<file path="config.mk">
export PLATFORM = sky130hd
export DESIGN_NAME = hdmi_period_scheduler
export DESIGN_NICKNAME = d
export VERILOG_FILES = /design/src/rtl/hdmi_pkg.sv /design/src/rtl/hdmi_raster_counter.sv /design/src/rtl/hdmi_period_scheduler.sv
export SDC_FILE = /design/constraint.sdc
export NUM_CORES = 1
export LEC_CHECK = 0
export ABC_CLOCK_PERIOD_IN_PS = 8200
export BUFFER_PORTS_ARGS = -buffer_cell sky130_fd_sc_hd__buf_2
export CAP_MARGIN = 20
export CORE_UTILIZATION = 54
export DETAILED_ROUTE_END_ITERATION = 12
export GPL_TIMING_DRIVEN = 0
export PLACE_DENSITY = 0.76
export SYNTH_ARGS = -nofsm -noshare
export SYNTH_HDL_FRONTEND = slang
export SYNTH_SLANG_ARGS = --single-unit
</file>
<file path="constraint.sdc">
create_clock -name clk_pixel -period 8.2 [get_ports clk_pixel]
set_clock_uncertainty 0.05 [all_clocks]
set_input_delay 1.64 -clock clk_pixel [delete_from_list [all_inputs] [get_ports clk_pixel]]
set_output_delay 1.64 -clock clk_pixel [all_outputs]
set_load 0.02 [all_outputs]
</file>
<file path="src/rtl/hdmi_pkg.sv">
// Shared types and timing constants for the HDMI period scheduler.
package hdmi_pkg;

   typedef enum logic [2:0] {
      CONTROL         = 3'd0,
      VIDEO_PREAMBLE  = 3'd1,
      VIDEO_GUARD     = 3'd2,
      VIDEO_DATA      = 3'd3,
      ISLAND_PREAMBLE = 3'd4,
      ISLAND_GUARD    = 3'd5,
      ISLAND_DATA     = 3'd6
   } mode_t;

   typedef enum logic [2:0] {
      IDLE,
      I_PRE,
      I_GUARD_LEAD,
      I_DATA,
      I_GUARD_TRAIL
   } island_state_t;

   localparam int unsigned PREAMBLE_LEN = 8;
   localparam int unsigned GUARD_LEN    = 2;
   localparam int unsigned PACKET_LEN   = 32;
   localparam logic [3:0]  CTL_VIDEO    = 4'b0001;
   localparam logic [3:0]  CTL_ISLAND   = 4'b0101;

endpackage

</file>
<file path="src/rtl/hdmi_raster_counter.sv">
// Raster position and sync generation; also exposes the next pixel position
// so the scheduler can register its outputs in step with cx/cy.
module hdmi_raster_counter #(
   parameter int unsigned H_TOTAL      = 800,
   parameter int unsigned V_ACTIVE     = 480,
   parameter int unsigned V_TOTAL      = 525,
   parameter int unsigned H_SYNC_START = 656,
   parameter int unsigned H_SYNC_END   = 752,
   parameter int unsigned V_SYNC_START = 490,
   parameter int unsigned V_SYNC_END   = 492,
   parameter int unsigned SYNC_ACTIVE  = 0
) (
   input  logic        clk_pixel,
   input  logic        reset_n,
   output logic [11:0] cx,
   output logic [11:0] cy,
   output logic [11:0] cx_next,
   output logic [11:0] cy_next,
   output logic        hsync,
   output logic        vsync
);

   localparam logic [11:0] HT_M1 = 12'(H_TOTAL - 1);
   localparam logic [11:0] VT_M1 = 12'(V_TOTAL - 1);
   localparam logic [11:0] VA    = 12'(V_ACTIVE);
   localparam logic [11:0] HSS   = 12'(H_SYNC_START);
   localparam logic [11:0] HSE   = 12'(H_SYNC_END);
   localparam logic [11:0] VSS   = 12'(V_SYNC_START);
   localparam logic [11:0] VSE   = 12'(V_SYNC_END);
   localparam logic        SYNC_LVL = 1'(SYNC_ACTIVE);

   logic [11:0] cx_q, cx_d;
   logic [11:0] cy_q, cy_d;
   logic        hsync_q, hsync_d;
   logic        vsync_q, vsync_d;

   always_comb begin
      cx_d = cx_q + 12'd1;
      cy_d = cy_q;
      if (cx_q == HT_M1) begin
         cx_d = '0;
         cy_d = (cy_q == VT_M1) ? '0 : cy_q + 12'd1;
      end
      hsync_d = (cx_d >= HSS && cx_d < HSE) ? SYNC_LVL : ~SYNC_LVL;
      vsync_d = (cy_d >= VSS && cy_d < VSE) ? SYNC_LVL : ~SYNC_LVL;
   end

   always_ff @(posedge clk_pixel or negedge reset_n) begin
      if (!reset_n) begin
         cx_q    <= '0;
         cy_q    <= VA;
         hsync_q <= ~SYNC_LVL;
         vsync_q <= ~SYNC_LVL;
      end else begin
         cx_q    <= cx_d;
         cy_q    <= cy_d;
         hsync_q <= hsync_d;
         vsync_q <= vsync_d;
      end
   end

   assign cx      = cx_q;
   assign cy      = cy_q;
   assign cx_next = cx_d;
   assign cy_next = cy_d;
   assign hsync   = hsync_q;
   assign vsync   = vsync_q;

endmodule

</file>
<file path="src/rtl/hdmi_period_scheduler.sv">
// Per-pixel HDMI period sequencing: video preamble/guard/data and data islands
// in horizontal blanking with a packet-slot handshake to the packet source.
module hdmi_period_scheduler #(
   parameter int unsigned H_ACTIVE     = 640,
   parameter int unsigned H_TOTAL      = 800,
   parameter int unsigned H_SYNC_START = 656,
   parameter int unsigned H_SYNC_END   = 752,
   parameter int unsigned V_ACTIVE     = 480,
   parameter int unsigned V_TOTAL      = 525,
   parameter int unsigned V_SYNC_START = 490,
   parameter int unsigned V_SYNC_END   = 492,
   parameter int unsigned SYNC_ACTIVE  = 0,
   parameter int unsigned ISLAND_GAP   = 4,
   parameter int unsigned MAX_PACKETS  = 2
) (
   input  logic        clk_pixel,
   input  logic        reset_n,
   input  logic        packet_avail,
   output logic [11:0] cx,
   output logic [11:0] cy,
   output logic [2:0]  mode,
   output logic [3:0]  ctl,
   output logic        hsync,
   output logic        vsync,
   output logic        packet_start,
   output logic [4:0]  packet_beat
);

   import hdmi_pkg::*;

   if (H_ACTIVE + ISLAND_GAP + 12 + 32 * MAX_PACKETS + 4 > H_TOTAL - 10 ||
       MAX_PACKETS < 1 || MAX_PACKETS > 18) begin : g_bad_timing
      $fatal(1, "hdmi_period_scheduler: island does not fit in horizontal blanking");
   end

   localparam logic [11:0] VT_M1      = 12'(V_TOTAL - 1);
   localparam logic [11:0] HA         = 12'(H_ACTIVE);
   localparam logic [11:0] VA         = 12'(V_ACTIVE);
   localparam logic [11:0] VP_FIRST   = 12'(H_TOTAL - 10);
   localparam logic [11:0] VP_LAST    = 12'(H_TOTAL - 3);
   localparam logic [11:0] VG_FIRST   = 12'(H_TOTAL - 2);
   localparam logic [11:0] DECIDE     = 12'(H_ACTIVE + ISLAND_GAP - 1);
   localparam logic [2:0]  PRE_LAST   = 3'(PREAMBLE_LEN - 1);
   localparam logic [2:0]  GUARD_LAST = 3'(GUARD_LEN - 1);
   localparam logic [4:0]  BEAT_LAST  = 5'(PACKET_LEN - 1);
   localparam logic [4:0]  MAX_K      = 5'(MAX_PACKETS);

   logic [11:0]   cx_next, cy_next, cy_after;
   logic          next_line_active;
   island_state_t state_q, state_d;
   logic [2:0]    cnt_q, cnt_d;
   logic [4:0]    k_q, k_d;
   logic [4:0]    beat_q, beat_d;
   logic          start_q, start_d;
   mode_t         mode_q, mode_d;
   logic [3:0]    ctl_q, ctl_d;

   hdmi_raster_counter #(
      .H_TOTAL      (H_TOTAL),
      .V_ACTIVE     (V_ACTIVE),
      .V_TOTAL      (V_TOTAL),
      .H_SYNC_START (H_SYNC_START),
      .H_SYNC_END   (H_SYNC_END),
      .V_SYNC_START (V_SYNC_START),
      .V_SYNC_END   (V_SYNC_END),
      .SYNC_ACTIVE  (SYNC_ACTIVE)
   ) u_raster (
      .clk_pixel (clk_pixel),
      .reset_n   (reset_n),
      .cx        (cx),
      .cy        (cy),
      .cx_next   (cx_next),
      .cy_next   (cy_next),
      .hsync     (hsync),
      .vsync     (vsync)
   );

   // Island FSM: decisions use the current pixel; state_d describes the next one.
   always_comb begin
      state_d = state_q;
      cnt_d   = cnt_q;
      k_d     = k_q;
      beat_d  = '0;
      start_d = 1'b0;
      case (state_q)
         IDLE: begin
            if (cx == DECIDE && packet_avail) begin
               state_d = I_PRE;
               cnt_d   = '0;
            end
         end
         I_PRE: begin
            if (cnt_q == PRE_LAST) begin
               state_d = I_GUARD_LEAD;
               cnt_d   = '0;
            end else begin
               cnt_d = cnt_q + 3'd1;
            end
         end
         I_GUARD_LEAD: begin
            if (cnt_q == GUARD_LAST) begin
               state_d = I_DATA;
               start_d = 1'b1;
               k_d     = 5'd1;
            end else begin
               cnt_d = cnt_q + 3'd1;
            end
         end
         I_DATA: begin
            if (beat_q == BEAT_LAST) begin
               if (packet_avail && k_q < MAX_K) begin
                  start_d = 1'b1;
                  k_d     = k_q + 5'd1;
               end else begin
                  state_d = I_GUARD_TRAIL;
                  cnt_d   = '0;
               end
            end else begin
               beat_d = beat_q + 5'd1;
            end
         end
         I_GUARD_TRAIL: begin
            if (cnt_q == GUARD_LAST) begin
               state_d = IDLE;
            end else begin
               cnt_d = cnt_q + 3'd1;
            end
         end
         default: state_d = IDLE;
      endcase
   end

   always_comb begin
      cy_after         = (cy_next == VT_M1) ? '0 : cy_next + 12'd1;
      next_line_active = (cy_after < VA);
      mode_d           = CONTROL;
      ctl_d            = '0;
      case (state_d)
         I_PRE: begin
            mode_d = ISLAND_PREAMBLE;
            ctl_d  = CTL_ISLAND;
         end
         I_GUARD_LEAD, I_GUARD_TRAIL: mode_d = ISLAND_GUARD;
         I_DATA:                      mode_d = ISLAND_DATA;
         default: begin
            if (cx_next < HA && cy_next < VA) begin
               mode_d = VIDEO_DATA;
            end else if (next_line_active && cx_next >= VP_FIRST && cx_next <= VP_LAST) begin
               mode_d = VIDEO_PREAMBLE;
               ctl_d  = CTL_VIDEO;
            end else if (next_line_active && cx_next >= VG_FIRST) begin
               mode_d = VIDEO_GUARD;
            end
         end
      endcase
   end

   always_ff @(posedge clk_pixel or negedge reset_n) begin
      if (!reset_n) begin
         state_q <= IDLE;
         cnt_q   <= '0;
         k_q     <= '0;
         beat_q  <= '0;
         start_q <= 1'b0;
         mode_q  <= CONTROL;
         ctl_q   <= '0;
      end else begin
         state_q <= state_d;
         cnt_q   <= cnt_d;
         k_q     <= k_d;
         beat_q  <= beat_d;
         start_q <= start_d;
         mode_q  <= mode_d;
         ctl_q   <= ctl_d;
      end
   end

   assign mode         = mode_q;
   assign ctl          = ctl_q;
   assign packet_start = start_q;
   assign packet_beat  = beat_q;

endmodule
</file>
==> flow_summary_export.csv <==
group,metric,value,unit
setup_path,crit_path_start_kind,"input port",
setup_path,cp_data_arrival_time,3.82,ns
placement,dp.final_hpwl,4540,µm
placement,globalplace.congestion,0.881,
cells_and_area,final_util,66.0,%
placement,port_buffers,39,
timing,min_period,3.68,ns
die,rows,25,
cts,clk_pin_slew,0.09,ns
cts,clkLatencyLatePin,0.30,ns
setup_path,worst_r2r_path_depth,8,
timing,slew_headroom,52.0,%
timing,final-hold-violation-count,0,
run_status,outcome,"completed",
global_route,grt.met3_usage,4.34,%
global_route,top_usage_layer,"met2",
logic_synthesis,synth.distinct_cells,56,
routing,drc,0,
cells_and_area,layoutNonFillerInstCount,415,
timing,tns,0,ns
timing,setup_viol,0,
worst_hold_path,hp-start,"k_q[0]",
global_route,antenna_found_initial,0,
cts,cts_hold_buf,0,
timing,worst_pin_slew,0.702,ns
cells_and_area,area_growth,14.3,%
cells_and_area,antenna_cells,0,
timing,timing.fmax,272,MHz
power_and_ir_drop,p_leak,0.00148,µW
global_route,overflow,0,
cells_and_area,drive_above_1_share,19.8,%
die,start_util,57.7,%
routing,wire_per_inst,14.8,µm
setup_path,cp_top_family,"compound AO/OA/AOI/OAI gates",
cts,ctsResizeCount,0,
cells_and_area,layout.nets,360,
logic_synthesis,ys_ff_latch,48,
setup_path,critical_path_depth,9,
routing,drt-pass1-iter-count,4,
die,core,4850,µm²
die,io-pin-count,42,
timing,setup_slack,4.52,ns
logic_synthesis,netlist_top_cells_area,"dfrtp_1 (38%), dfstp_2 (5.6%), ha_1 (4.5%)",
setup_path,path_buf_inv,2,
global_route,gr-usage-met2,37.3,%
cts,cts_made_buffers,5,
setup_path,cp-end-kind,"flip-flop",
worst_hold_path,min_path_type,"reg -> reg",
global_route,grt_pass1_vias,2112,
cells_and_area,regArea,1210,µm²
timing,slew_viol_final,0,
routing,drtIter0Drc,186,
routing,vias_per_cell,5.77,
logic_synthesis,syn_avg_cell_area,9.36,µm²
setup_path,cp.required,8.35,ns
cells_and_area,final_common_cell,"dfrtp_1",
worst_hold_path,min_delay_path_depth,1,
cts,post_cts_buffers,0,
cells_and_area,multiInputGateArea,1470,µm²
die,dieArea,5480,µm²
logic_synthesis,seq_area_frac_synth,43.2,%
global_route,met1_usage,33.9,%
cells_and_area,final_cell_mix,"dfrtp_1 (42), buf_2 (40), nand2_1 (24), inv_1 (20), nor2_1 (18)",
timing,fin_crit_sh,44.8,%
cts,root_buffer,"clkbuf_8",
global_route,grt_pass1_wl,10000,µm
die,die_y,74.0,µm
power_and_ir_drop,vdd_ir_drop_max,0.0000816,V
placement,post_dp_cell_area,3080,µm²
routing,antenna_left,0,
cts,cts_tree,"yes",
timing,rsz0062_at_grt,"no",
global_route,grt_max_degree,49,
logic_synthesis,yosysWarnings,0,
setup_path,cp_max_fo,6,
cts,cts_buffer_depth,2,
logic_synthesis,synth-edff-count,0,
flow_run,drv_cap,0,
placement,place_ws,4.23,ns
logic_synthesis,synth_top_flop_cell,"dfrtp_1",
cts,h-tree-depth,2,
setup_path,cpPeakStageDelay,0.59,ns
setup_path,critPathSlowestCell,"a221oi_1",
setup_path,r2r-start,"u_raster.cx[0]",
logic_synthesis,syn_area,2800,µm²
routing,num_vias,2396,
global_route,grtUsageTotal,24.0,%
placement,dp_cells,406,
setup_path,crit_type,"in -> reg",
cells_and_area,stdcell_area,3200,µm²
logic_synthesis,synth_top_area_cell,"dfrtp_1",
die,dieWidth,74.0,µm
power_and_ir_drop,cellPowerDensity,122,nW/µm²
setup_path,cp_cell_sequence,"buf_2 > nand2b_1 > o41ai_1 > mux2i_1 > a221oi_1 > nor3_1 > inv_1 > nand2_1 > mux2_2",
setup_path,cp-startpoint,"packet_avail",
cells_and_area,fillers,425,
logic_synthesis,async_reset_ff_share,100,%
logic_synthesis,synth_cells,299,
routing,finalWirelength,6130,µm
cts,numClockSinks,48,
logic_synthesis,synth_top_area_share,37.6,%
[Yosys cell counts (6+ instances only)]
| master | n |
|---|---|
| nand3_1 | 15 |
| ha_1 | 10 |
| and3_1 | 7 |
| nor3_1 | 8 |
| nor2_1 | 18 |
| dfstp_2 | 6 |
| nand2_1 | 24 |
| a21oi_1 | 9 |
| clkbuf_1 | 9 |
| inv_1 | 20 |
| dfrtp_1 | 42 |
| nor4_1 | 8 |
| o21ai_0 | 16 |
| xnor2_1 | 8 |
| xor2_1 | 6 |
| or3_1 | 6 |
[path summary, 6_finish.rpt]
check	slack, ns	end
min in group asynchronous	1.20	u_raster.cy[4]
hold reg to reg	0.44	k_q[0]
max in group asynchronous	6.33	u_raster.cy[8]
setup / recovery	4.52	cnt_q[0]
setup reg to reg	4.63	ctl[0]
hold / removal	0.44	k_q[0]
[power by group]
part	switching, µW	leakage [µW]	internal, µW
combinational	5.82	0.000827	2.06
clock	78.8	0.0000434	68.3
sequential	0	0.000614	237
[worst register-to-register path, stage by stage (launching register included)]
cell and delay [ns]:
dfrtp_1 0.43, ha_1 0.30, nand4_1 0.36, or4_4 0.62
or4_4 0.53, a211oi_1 0.53, a211oi_1 0.16, a211oi_2 0.32
o21bai_1 0.13
[area by class of cell]
cell class                 instances  share of cell area, %
multi-input combinational        220                   45.8
sequential                        48                   37.8
timing repair buffer              40                   6.73
tap                               67                   2.62
clock buffer                       6                   2.58
inverter                          20                   2.35
buffer                            12                   1.68
clock inverter                     2                  0.469
[state kept, by name, indices dropped and copies added, names as in the netlist]
signal	flops
mode	3
u_raster.cx	12
u_raster.vsync	1
u_raster.hsync	1
packet_beat	5
ctl	2
cnt_q	3
k_q	5
state_q	3
packet_start	1
u_raster.cy	12
[metrics by stage]
step | hold slack [ns] | power [µW]
6_report | 0.437 | 392
4_1_cts | 0.437 | 395
3_3_place_gp | 0.418 | 248
3_5_place_dp | 0.423 | 248
5_1_grt | 0.454 | 406
2_1_floorplan | 0.396 | 243
[per-layer routing]
metal,wire (µm),share of wire (%),up-vias
li1,-,-,1179
met1,2930,48,1129
met2,2770,45,80
met3,345,5.6,8
met4,81,1.3,0
met5,0,0,-
[kinds of logic (layout without fill, tap and decap cells)]
family | Yosys count | after routing | share of synthesized area [%]
adders and majority gates | 10 | 10 | 4.47
other | 1 | 2 | 0.134
xor gates and xnor gates | 14 | 14 | 4.38
muxes | 6 | 6 | 2.28
buffers and inverters | 32 | 80 | 4.60
and+or+nand+nor | 133 | 133 | 27.9
DFF | 48 | 48 | 43.2
AOI/OAI and AO/OA | 55 | 55 | 13.1
Note: power is estimated with default switching activity, not from simulation.
